### config.mk
export PLATFORM = sky130hd
export DESIGN_NAME = cache_line_xfer_flat
export DESIGN_NICKNAME = d
export VERILOG_FILES = /design/src/rtl/cache_pkg.sv /design/src/rtl/if_wb.sv /design/src/rtl/cache_line_xfer.sv /design/src/flat_wrapper.sv
export SDC_FILE = /design/constraint.sdc
export NUM_CORES = 1
export LEC_CHECK = 0
export CAP_MARGIN = 40
export CORE_ASPECT_RATIO = 0.5
export CORE_MARGIN = 1
export CORE_UTILIZATION = 43
export CTS_CLUSTER_DIAMETER = 60
export DETAILED_ROUTE_END_ITERATION = 7
export MAX_ROUTING_LAYER = met4
export PLACE_DENSITY_LB_ADDON = 0.1
export SETUP_SLACK_MARGIN = 0.5
export SLEW_MARGIN = 30
export SYNTH_ARGS = -nofsm -noshare
export SYNTH_HDL_FRONTEND = slang
export SYNTH_SLANG_ARGS = --single-unit
### constraint.sdc
create_clock -name clk_i -period 4.95 [get_ports clk_i]
set_clock_uncertainty 0.1 [all_clocks]
set_input_delay 0.99 -clock clk_i [delete_from_list [all_inputs] [get_ports clk_i]]
set_output_delay 0.99 -clock clk_i [all_outputs]
set_load 0.01 [all_outputs]
### src/rtl/cache_pkg.sv
// Shared types and constants for the cache line transfer engine.
package cache_pkg;

  typedef enum logic [2:0] {
    IDLE,
    PREP,
    ISSUE,
    WAIT,
    DONE
  } xfer_state_t;

  localparam int         LINE_WORDS_DEF = 4;
  localparam logic [3:0] WB_SEL_ALL     = 4'hF;

  function automatic int idx_w(input int n);
    return $clog2(n);
  endfunction

endpackage

### src/rtl/if_wb.sv
// Pipelined Wishbone bundle; dat_o/dat_i named from the master's side.
interface if_wb;

  logic        cyc;
  logic        stb;
  logic        we;
  logic [31:0] adr;
  logic [3:0]  sel;
  logic [31:0] dat_o;
  logic [31:0] dat_i;
  logic        ack;
  logic        stall;

  modport master (
    output cyc, stb, we, adr, sel, dat_o,
    input  ack, stall, dat_i
  );

  modport slave (
    input  cyc, stb, we, adr, sel, dat_o,
    output ack, stall, dat_i
  );

endinterface

### src/rtl/cache_line_xfer.sv
// Cache line burst engine: one Wishbone cycle per line fill or eviction.
module cache_line_xfer
  import cache_pkg::*;
#(
  parameter int LINE_WORDS = LINE_WORDS_DEF,
  parameter int TIMEOUT    = 255,
  localparam int LW = idx_w(LINE_WORDS),
  localparam int CW = LW + 1,
  localparam int TW = $clog2(TIMEOUT + 1)
) (
  input  logic           clk_i,
  input  logic           rst_i,
  input  logic           req_i,
  input  logic           we_i,
  input  logic [29-LW:0] line_adr_i,
  output logic           busy_o,
  output logic           done_o,
  output logic           err_o,
  output logic           ram_wr_o,
  output logic [LW-1:0]  ram_wr_idx_o,
  output logic [31:0]    ram_wr_dat_o,
  output logic [LW-1:0]  ram_rd_idx_o,
  input  logic [31:0]    ram_rd_dat_i,
  if_wb.master           bus
);

  xfer_state_t state_q, state_d;

  logic           we_q, we_d;
  logic [29-LW:0] line_q, line_d;
  logic [CW-1:0]  iss_q, iss_d;
  logic [CW-1:0]  ack_q, ack_d;
  logic [TW-1:0]  tmo_q, tmo_d;
  logic           cyc_q, cyc_d;
  logic           stb_q, stb_d;
  logic           err_q, err_d;
  logic           wr_q, wr_d;
  logic [LW-1:0]  wr_idx_q, wr_idx_d;
  logic [31:0]    wr_dat_q, wr_dat_d;

  logic take;
  logic ack_ok;

  assign take   = stb_q & ~bus.stall;
  // Acks beyond the line or outside a cycle are dropped here.
  assign ack_ok = cyc_q & bus.ack & (ack_q != CW'(LINE_WORDS));

  always_comb begin
    state_d  = state_q;
    we_d     = we_q;
    line_d   = line_q;
    iss_d    = iss_q;
    ack_d    = ack_q;
    tmo_d    = tmo_q;
    err_d    = err_q;
    wr_d     = 1'b0;
    wr_idx_d = wr_idx_q;
    wr_dat_d = wr_dat_q;

    if (take) begin
      iss_d = iss_q + CW'(1);
    end
    if (ack_ok) begin
      ack_d    = ack_q + CW'(1);
      wr_d     = ~we_q;
      wr_idx_d = ack_q[LW-1:0];
      wr_dat_d = bus.dat_i;
    end
    if (cyc_q) begin
      tmo_d = ack_ok ? '0 : tmo_q + TW'(1);
    end

    unique case (state_q)
      IDLE: begin
        if (req_i) begin
          we_d    = we_i;
          line_d  = line_adr_i;
          iss_d   = '0;
          ack_d   = '0;
          tmo_d   = '0;
          err_d   = 1'b0;
          state_d = we_i ? PREP : ISSUE;
        end
      end
      PREP: begin
        state_d = ISSUE;
      end
      ISSUE, WAIT: begin
        if (ack_d == CW'(LINE_WORDS)) begin
          state_d = DONE;
        end else if (tmo_d == TW'(TIMEOUT)) begin
          state_d = DONE;
          err_d   = 1'b1;
        end else if (state_q == ISSUE && iss_d == CW'(LINE_WORDS)) begin
          state_d = WAIT;
        end
      end
      DONE: begin
        state_d = IDLE;
      end
      default: begin
        state_d = IDLE;
      end
    endcase

    cyc_d = (state_d == ISSUE) | (state_d == WAIT);
    stb_d = (state_d == ISSUE);
  end

  always_ff @(posedge clk_i or posedge rst_i) begin
    if (rst_i) begin
      state_q  <= IDLE;
      we_q     <= 1'b0;
      line_q   <= '0;
      iss_q    <= '0;
      ack_q    <= '0;
      tmo_q    <= '0;
      cyc_q    <= 1'b0;
      stb_q    <= 1'b0;
      err_q    <= 1'b0;
      wr_q     <= 1'b0;
      wr_idx_q <= '0;
      wr_dat_q <= '0;
    end else begin
      state_q  <= state_d;
      we_q     <= we_d;
      line_q   <= line_d;
      iss_q    <= iss_d;
      ack_q    <= ack_d;
      tmo_q    <= tmo_d;
      cyc_q    <= cyc_d;
      stb_q    <= stb_d;
      err_q    <= err_d;
      wr_q     <= wr_d;
      wr_idx_q <= wr_idx_d;
      wr_dat_q <= wr_dat_d;
    end
  end

  assign busy_o       = (state_q != IDLE);
  assign done_o       = (state_q == DONE);
  assign err_o        = (state_q == DONE) & err_q;
  assign ram_wr_o     = wr_q;
  assign ram_wr_idx_o = wr_idx_q;
  assign ram_wr_dat_o = wr_dat_q;

  // Look one word ahead on acceptance so the sync RAM keeps pace.
  assign ram_rd_idx_o = iss_q[LW-1:0] + LW'(take);

  assign bus.cyc   = cyc_q;
  assign bus.stb   = stb_q;
  assign bus.we    = cyc_q & we_q;
  assign bus.sel   = stb_q ? WB_SEL_ALL : 4'h0;
  assign bus.adr   = stb_q ? {line_q, iss_q[LW-1:0], 2'b00} : 32'h0;
  assign bus.dat_o = (stb_q & we_q) ? ram_rd_dat_i : 32'h0;

endmodule
### src/flat_wrapper.sv
// flat-port wrapper written by rule: the top's interface ports become plain ports
module cache_line_xfer_flat import cache_pkg::*;
#(
  parameter int LINE_WORDS = LINE_WORDS_DEF,
  parameter int TIMEOUT    = 255,
  localparam int LW = idx_w(LINE_WORDS),
  localparam int CW = LW + 1,
  localparam int TW = $clog2(TIMEOUT + 1)
)
  (clk_i, rst_i, req_i, we_i, line_adr_i, busy_o, done_o, err_o, ram_wr_o, ram_wr_idx_o, ram_wr_dat_o, ram_rd_idx_o, ram_rd_dat_i, bus_cyc, bus_stb, bus_we, bus_adr, bus_sel, bus_dat_o, bus_ack, bus_stall, bus_dat_i);
  if_wb bus_i ();
  input  logic clk_i;
  input  logic rst_i;
  input  logic req_i;
  input  logic we_i;
  input  logic [29-LW:0] line_adr_i;
  output logic busy_o;
  output logic done_o;
  output logic err_o;
  output logic ram_wr_o;
  output logic [LW-1:0] ram_wr_idx_o;
  output logic [31:0] ram_wr_dat_o;
  output logic [LW-1:0] ram_rd_idx_o;
  input  logic [31:0] ram_rd_dat_i;
  output wire logic [$bits(bus_i.cyc)-1:0] bus_cyc;
  output wire logic [$bits(bus_i.stb)-1:0] bus_stb;
  output wire logic [$bits(bus_i.we)-1:0] bus_we;
  output wire logic [$bits(bus_i.adr)-1:0] bus_adr;
  output wire logic [$bits(bus_i.sel)-1:0] bus_sel;
  output wire logic [$bits(bus_i.dat_o)-1:0] bus_dat_o;
  input wire logic [$bits(bus_i.ack)-1:0] bus_ack;
  input wire logic [$bits(bus_i.stall)-1:0] bus_stall;
  input wire logic [$bits(bus_i.dat_i)-1:0] bus_dat_i;
  assign bus_cyc = bus_i.cyc;
  assign bus_stb = bus_i.stb;
  assign bus_we = bus_i.we;
  assign bus_adr = bus_i.adr;
  assign bus_sel = bus_i.sel;
  assign bus_dat_o = bus_i.dat_o;
  assign bus_i.ack = bus_ack;
  assign bus_i.stall = bus_stall;
  assign bus_i.dat_i = bus_dat_i;
  cache_line_xfer #(.LINE_WORDS(LINE_WORDS), .TIMEOUT(TIMEOUT)) u_core (.clk_i(clk_i), .rst_i(rst_i), .req_i(req_i), .we_i(we_i), .line_adr_i(line_adr_i), .busy_o(busy_o), .done_o(done_o), .err_o(err_o), .ram_wr_o(ram_wr_o), .ram_wr_idx_o(ram_wr_idx_o), .ram_wr_dat_o(ram_wr_dat_o), .ram_rd_idx_o(ram_rd_idx_o), .ram_rd_dat_i(ram_rd_dat_i), .bus(bus_i));
endmodule
==> impl_metrics.env, run 1 <==
export IMPL_clock_sinks=84
export IMPL_holdWs_ns=0.364
export IMPL_cts_resized=0
export IMPL_worst_setup_path_type="input port to output port"
export IMPL_crit_start="bus_stall"
export IMPL_num_antenna_cells=0
export IMPL_cts_max_level=3
export IMPL_place_ws_ns=1.36
export IMPL_nets=750
export IMPL_finalSetupTns_ns=0
export IMPL_grt_pass1_vias=3467
export IMPL_cts_setup_buffers=0
export IMPL_pwr_density_cell_nw_per_um2=575
export IMPL_start_kind="input port"
export IMPL_port_buffers=206
export IMPL_synth_top_cell_area_share_pct=53.7
export IMPL_slew_viol_final=0
export IMPL_area_delta_synth_final_pct=62.2
export IMPL_p_leak_uw=0.00306
export IMPL_dp_hpwl_mm=6.94
export IMPL_grt_setup_unrepaired="false"
export IMPL_drt_iter0_markers=151
export IMPL_whs_path_depth=2
export IMPL_timing_rr_end="u_core.state_q[0]"
export IMPL_wirelength_mm=10.0
export IMPL_synth_warnings=0
export IMPL_synth_edff_count=0
export IMPL_ir_worst_vdd_uv=365
export IMPL_dieHeight_um=69.5
export IMPL_fmax_mhz=278
export IMPL_status="finished, final reports clean"
export IMPL_grt_max_degree=59
export IMPL_endpoint="ram_rd_idx_o[1]"
export IMPL_synth_cell_types=34
export IMPL_critPathCaptureType="output port"
export IMPL_reg2reg_slack_ns=2.49
export IMPL_grt_pass1_wl_mm=16.4
export IMPL_routed_via_density=4.60
export IMPL_drive_above_1_share_pct=4.45
export IMPL_drtPass1Iterations=4
export IMPL_synth_cells=455
export IMPL_crit_fanout=2
export IMPL_dp_cells=753
export IMPL_final_setup_viol_count=0
export IMPL_cp_required_ns=3.86
export IMPL_slew_headroom_pct=48.8
export IMPL_clockRootBuffer="clkbuf_16"
export IMPL_postCtsHoldBufs=0
export IMPL_yosysSeqAreaShare_pct=53.7
export IMPL_ant_nets=0
export IMPL_worst_slack_ns=1.36
export IMPL_ys_ff_latch=84
export IMPL_async_flop_share_pct=100
export IMPL_cts_clk_slew_worst_paths_ns=0.06
export IMPL_fin_crit_ns=3.59
export IMPL_synthTopCellsByCount="196 x nand2_1, 84 x dfrtp_1, 35 x and2_1"
export IMPL_route_vias_total=3536
export IMPL_synthTopCellsByArea="dfrtp_1 54%, nand2_1 19%, and2_1 5.6%"
export IMPL_initial_core_util_pct=44.6
export IMPL_reg2reg_depth=7
export IMPL_cts_buffer_depth=2
export IMPL_num_rows=24
export IMPL_gp_congestion=0.796
export IMPL_ios=209
export IMPL_cp_arrival_ns=2.50
export IMPL_yosysMostFrequentCell="nand2_1"
export IMPL_fp_dieW_um=137
export IMPL_tightest_slew_ns=0.768
export IMPL_drv_cap=0
export IMPL_core_area_um2=8770
export IMPL_insertion_delay_ns=0.33
export IMPL_hold_class="flop to flop"
export IMPL_finalCoreUtilization_pct=72.4
export IMPL_numCtsBuffers=9
export IMPL_grt_usage_pct=22.8
export IMPL_synthesis_area_um2=3910
export IMPL_antenna_found_initial=0
export IMPL_hold_viol=0
export IMPL_die_area_um2=9510
export IMPL_globalRoute_totalOverflow=0
export IMPL_final_cells=769
export IMPL_tritoncts="done"
export IMPL_drc=0
export IMPL_timing_rr_start="u_core.ack_q[0]"
export IMPL_syn_avg_cell_area_um2=8.60
export IMPL_post_route_period_util_pct=72.5
export IMPL_synth_area_leader_cell="dfrtp_1"
export IMPL_routedWlPerCell_um=13.0
export IMPL_ys_flop_type="dfrtp_1"
==> through the flow <==
stage	area, um2	total power (uW)
after floorplan	3920	2040
after global placement	6020	2910
after detailed placement	6030	2950
after CTS	6350	3690
after global routing	6350	3920
final	6350	3650
==> sequential cells by signal (all words and copies together), names as in the netlist <==
name and count:
u_core.err_q 1, u_core.ram_wr_dat_o 32, u_core.state_q 3, u_core.ram_wr_idx_o 2
u_core.bus.stb 1, u_core.bus.cyc 1, u_core.we_q 1, u_core.tmo_q 8
u_core.iss_q 3, u_core.ram_wr_o 1, u_core.ack_q 3, u_core.line_q 28
==> layout by cell type (no fill, tap or decap), drive strengths merged, types with 3 or more instances in the layout <==
| cell type | instances |
|---|---|
| clkdlybuf4s50 | 206 |
| nand2 | 196 |
| dfrtp | 84 |
| and2 | 35 |
| and3 | 33 |
| nor2 | 16 |
| clkbuf | 11 |
| o21ai | 8 |
| xnor2 | 7 |
| inv | 7 |
| buf | 6 |
| ha | 5 |
| xor2 | 4 |
| nor2b | 4 |
| a21oi | 3 |
| nand4 | 3 |
==> report_power, final <==
| group | leakage [uW] | switching [uW] | internal, uW |
|---|---|---|---|
| registers | 0.00105 | 203 | 985 |
| logic | 0.00186 | 816 | 934 |
| clock network | 0.000150 | 265 | 445 |
==> layout make-up <==
type                       instances  area, um2
clock buffer                      11        233
multi-input combinational        333       1640
timing repair buffer             212       2110
clock inverter                     5       85.1
sequential                        84       2100
fill                             717       2420
tap                              117        146
inverter                           7       31.3
==> kinds of logic after synthesis <==
kind of cell	count (synthesis)	synth area share, %
AOI/OAI and AO/OA	17	2.88
xor gates and xnor gates	11	2.46
adders and majority gates	5	1.60
buffers and inverters	39	4.48
DFF	84	53.7
muxes	1	0.256
other	1	0.0958
and+or+nand+nor	297	34.5
==> worst min path at each step <==
stage | start | to | slack, ns
global placement | u_core.line_q[13] | u_core.line_q[13] | 0.35
floorplan | u_core.line_q[0] | u_core.line_q[0] | 0.34
global route | u_core.line_q[6] | u_core.line_q[6] | 0.39
finish | u_core.line_q[12] | u_core.line_q[12] | 0.36
detailed placement | u_core.line_q[12] | u_core.line_q[12] | 0.35
CTS | u_core.line_q[4] | u_core.line_q[4] | 0.37
==> critical path: stages <==
cell and delay (ns):
clkdlybuf4s50_1 0.42, nor2b_1 0.20, ha_1 0.21, xor2_1 0.14
clkdlybuf4s50_1 0.54
==> per-layer routing <==
metal	GRT usage (%)	vias to the layer above	wire length, um
met5	-	-	0
met4	6.11	0	134
met1	28.3	1616	4560
li1	-	1798	-
met3	6.94	16	733
met2	36.3	106	4600
Power figures use the tool's default switching activity.
==> run 2, diff against run 1 <==
Settings changed: CORE_UTILIZATION 43 to 36.
Clock period 4.95 ns to 3.2 ns, I/O delays scaled along.
==> run 2 against run 1 <==
First-iteration DRC count shrank 6.6%. Critical path type is now flop to output port. Sequential share of layout area is 0.17 points lower. Wire length rose by 1.2%. Cell area is 0.51% higher. Largest cell class unchanged.
==> impl_metrics.env, run 2 (same netlist as run 1, synthesis figures left out) <==
export IMPL_power_frac_clock_pct=18.3
export IMPL_final_cell_mix="204 x clkdlybuf4s50_1, 196 x nand2_1, 84 x dfrtp_1, 35 x and2_1, 33 x and3_1"
export IMPL_numCtsBuffers=9
export IMPL_dieHeight_um=75.7
export IMPL_drtPass1Iterations=4
export IMPL_area_delta_synth_final_pct=63.0
export IMPL_antenna_found_initial=0
export IMPL_grt_setup_unrepaired="false"
export IMPL_tightest_slew_ns=0.606
export IMPL_sw_frac_of_total_pct=35.4
export IMPL_critPathCaptureType="output port"
export IMPL_final_setup_viol_count=0
export IMPL_design_area_um2=6380
export IMPL_pwr_density_cell_nw_per_um2=868
export IMPL_dp_hpwl_mm=7.21
export IMPL_port_buffers=206
export IMPL_grt_max_degree=69
export IMPL_cts_resized=4
export IMPL_num_rows=26
export IMPL_p_switching_uw=1960
export IMPL_cts_max_level=3
export IMPL_path_cells="buf_6 > and3_1 > clkdlybuf4s50_1"
export IMPL_grt_usage_pct=18.7
export IMPL_globalRoute_totalOverflow=0
export IMPL_die_area_um2=11300
export IMPL_cts_setup_buffers=0
export IMPL_slew_viol_final=0
export IMPL_fmax_mhz=385
export IMPL_route_vias_total=3578
export IMPL_placed_cell_area_um2=6080
export IMPL_fillers=923
export IMPL_p_int_uw=3570
export IMPL_routedWlPerCell_um=12.8
export IMPL_start_kind="flop"
export IMPL_finalSetupTns_ns=0
export IMPL_cp_top_family="buffers and inverters"
export IMPL_final_common_cell="clkdlybuf4s50_1"
export IMPL_ir_worst_vdd_uv=427
export IMPL_clockRootBuffer="clkbuf_16"
export IMPL_drive_above_1_share_pct=4.74
export IMPL_crit_fanout=68
export IMPL_nets=752
export IMPL_ant_nets=0
export IMPL_cts_buffer_depth=2
export IMPL_cpPeakStageDelay_ns=0.53
export IMPL_multi_input_area_um2=1640
export IMPL_hold_class="flop to flop"
export IMPL_postCtsHoldBufs=0
export IMPL_path_buf_inv=2
export IMPL_clock_sinks=84
export IMPL_worst_setup_path_type="flop to output port"
export IMPL_tritoncts="done"
export IMPL_wirelength_mm=10.1
export IMPL_cts_clk_slew_worst_paths_ns=0.06
export IMPL_initial_core_util_pct=37.7
export IMPL_fin_crit_ns=2.59
export IMPL_slew_headroom_pct=59.5
export IMPL_routed_via_density=4.51
export IMPL_grt_pass1_wl_mm=15.8
export IMPL_hold_viol=0
export IMPL_pwr_share_comb_pct=49.2
export IMPL_fp_dieW_um=149
export IMPL_ios=209
export IMPL_drc=0
export IMPL_status="finished, final reports clean"
export IMPL_drv_cap=0
export IMPL_cp_slowest_cell="clkdlybuf4s50_1"
export IMPL_core_area_um2=10400
export IMPL_post_route_period_util_pct=81.1
export IMPL_worstHoldStart="u_core.line_q[25]"
export IMPL_cp_required_ns=2.46
export IMPL_gp_congestion=0.782
export IMPL_regArea_um2=2100
export IMPL_grt_pass1_vias=3251
export IMPL_num_antenna_cells=0
export IMPL_cp_arrival_ns=1.85
export IMPL_drt_iter0_markers=141
export IMPL_seq_power_share_pct=32.5
export IMPL_largest_reg_flops=32
export IMPL_p_leak_uw=0.00306
export IMPL_crit_start="u_core.bus.stb"
export IMPL_insertion_delay_ns=0.33
export IMPL_timing_rr_start="u_core.tmo_q[0]"
## run 2: changes by cell type in the layout (fill, tap and decap cells not counted)
cell,delta
dlygate4sd2_1,+2
clkinvlp_4,+3
clkinv_4,-2
nor2b_1,-1
nor2b_2,+1
nand2_1,+1
buf_12,+1
bufinv_16,-1
clkdlybuf4s50_1,-2
nand2_2,-1
buf_6,+1
## run 2: area by class of cell
class / count / share of cell area, %
inverters: 7 / 0.471
repair buffers: 214 / 33.5
well taps: 140 / 2.75
clock inverters: 5 / 0.961
flip-flops and latches: 84 / 33.0
clock buffers: 11 / 3.65
multi-input cells: 333 / 25.7
## run 2: worst min-delay path: stages (launching register included)
cell and delay, ns:
dfrtp_1 0.33, nand2_1 0.05, nand2_1 0.05
## run 2: path summary, 6_finish.rpt
path / endpoint / slack, ns / depth (start not counted)
worst max-delay path: bus_dat_o[22] / 0.61 / 3
worst min-delay path: u_core.line_q[25] / 0.36 / 2
worst max register to register: u_core.bus.stb / 1.09 / 6
worst min register to register: u_core.line_q[25] / 0.36 / 2
max in group asynchronous: u_core.ram_wr_dat_o[28] / 1.74 / 3
min in group asynchronous: u_core.ram_wr_dat_o[10] / 0.63 / 2
## run 2: layer usage
metal	vias to the layer above	global-route usage [%]	part of all wire, %
li1	1806	-	-
met1	1652	24.2	49
met2	105	29.0	45
met3	15	5.09	5.3
met4	0	5.90	1.0
met5	-	-	0
## run 2: through the flow
step                      total power (uW)  util, %  setup slack (ns)  hold slack, ns  instances
after floorplan                       3150        -              1.22           0.337        456
after global placement                4540     58.6             0.332           0.349        778
after detailed placement              4570     58.6             0.335           0.354        778
after CTS                             5620     61.5             0.611           0.369        794
after global routing                  5960     61.5             0.513           0.383        794
final                                 5540     61.5             0.606           0.363        794
## run 2: power by group through the flow
stage	clock [uW]	sequential, uW	combinational (uW)
after CTS	1050	1800	2770
after detailed placement	0	1800	2770
final	1010	1800	2720
after floorplan	0	1870	1280
after global placement	0	1800	2740
after global routing	1090	1860	3010
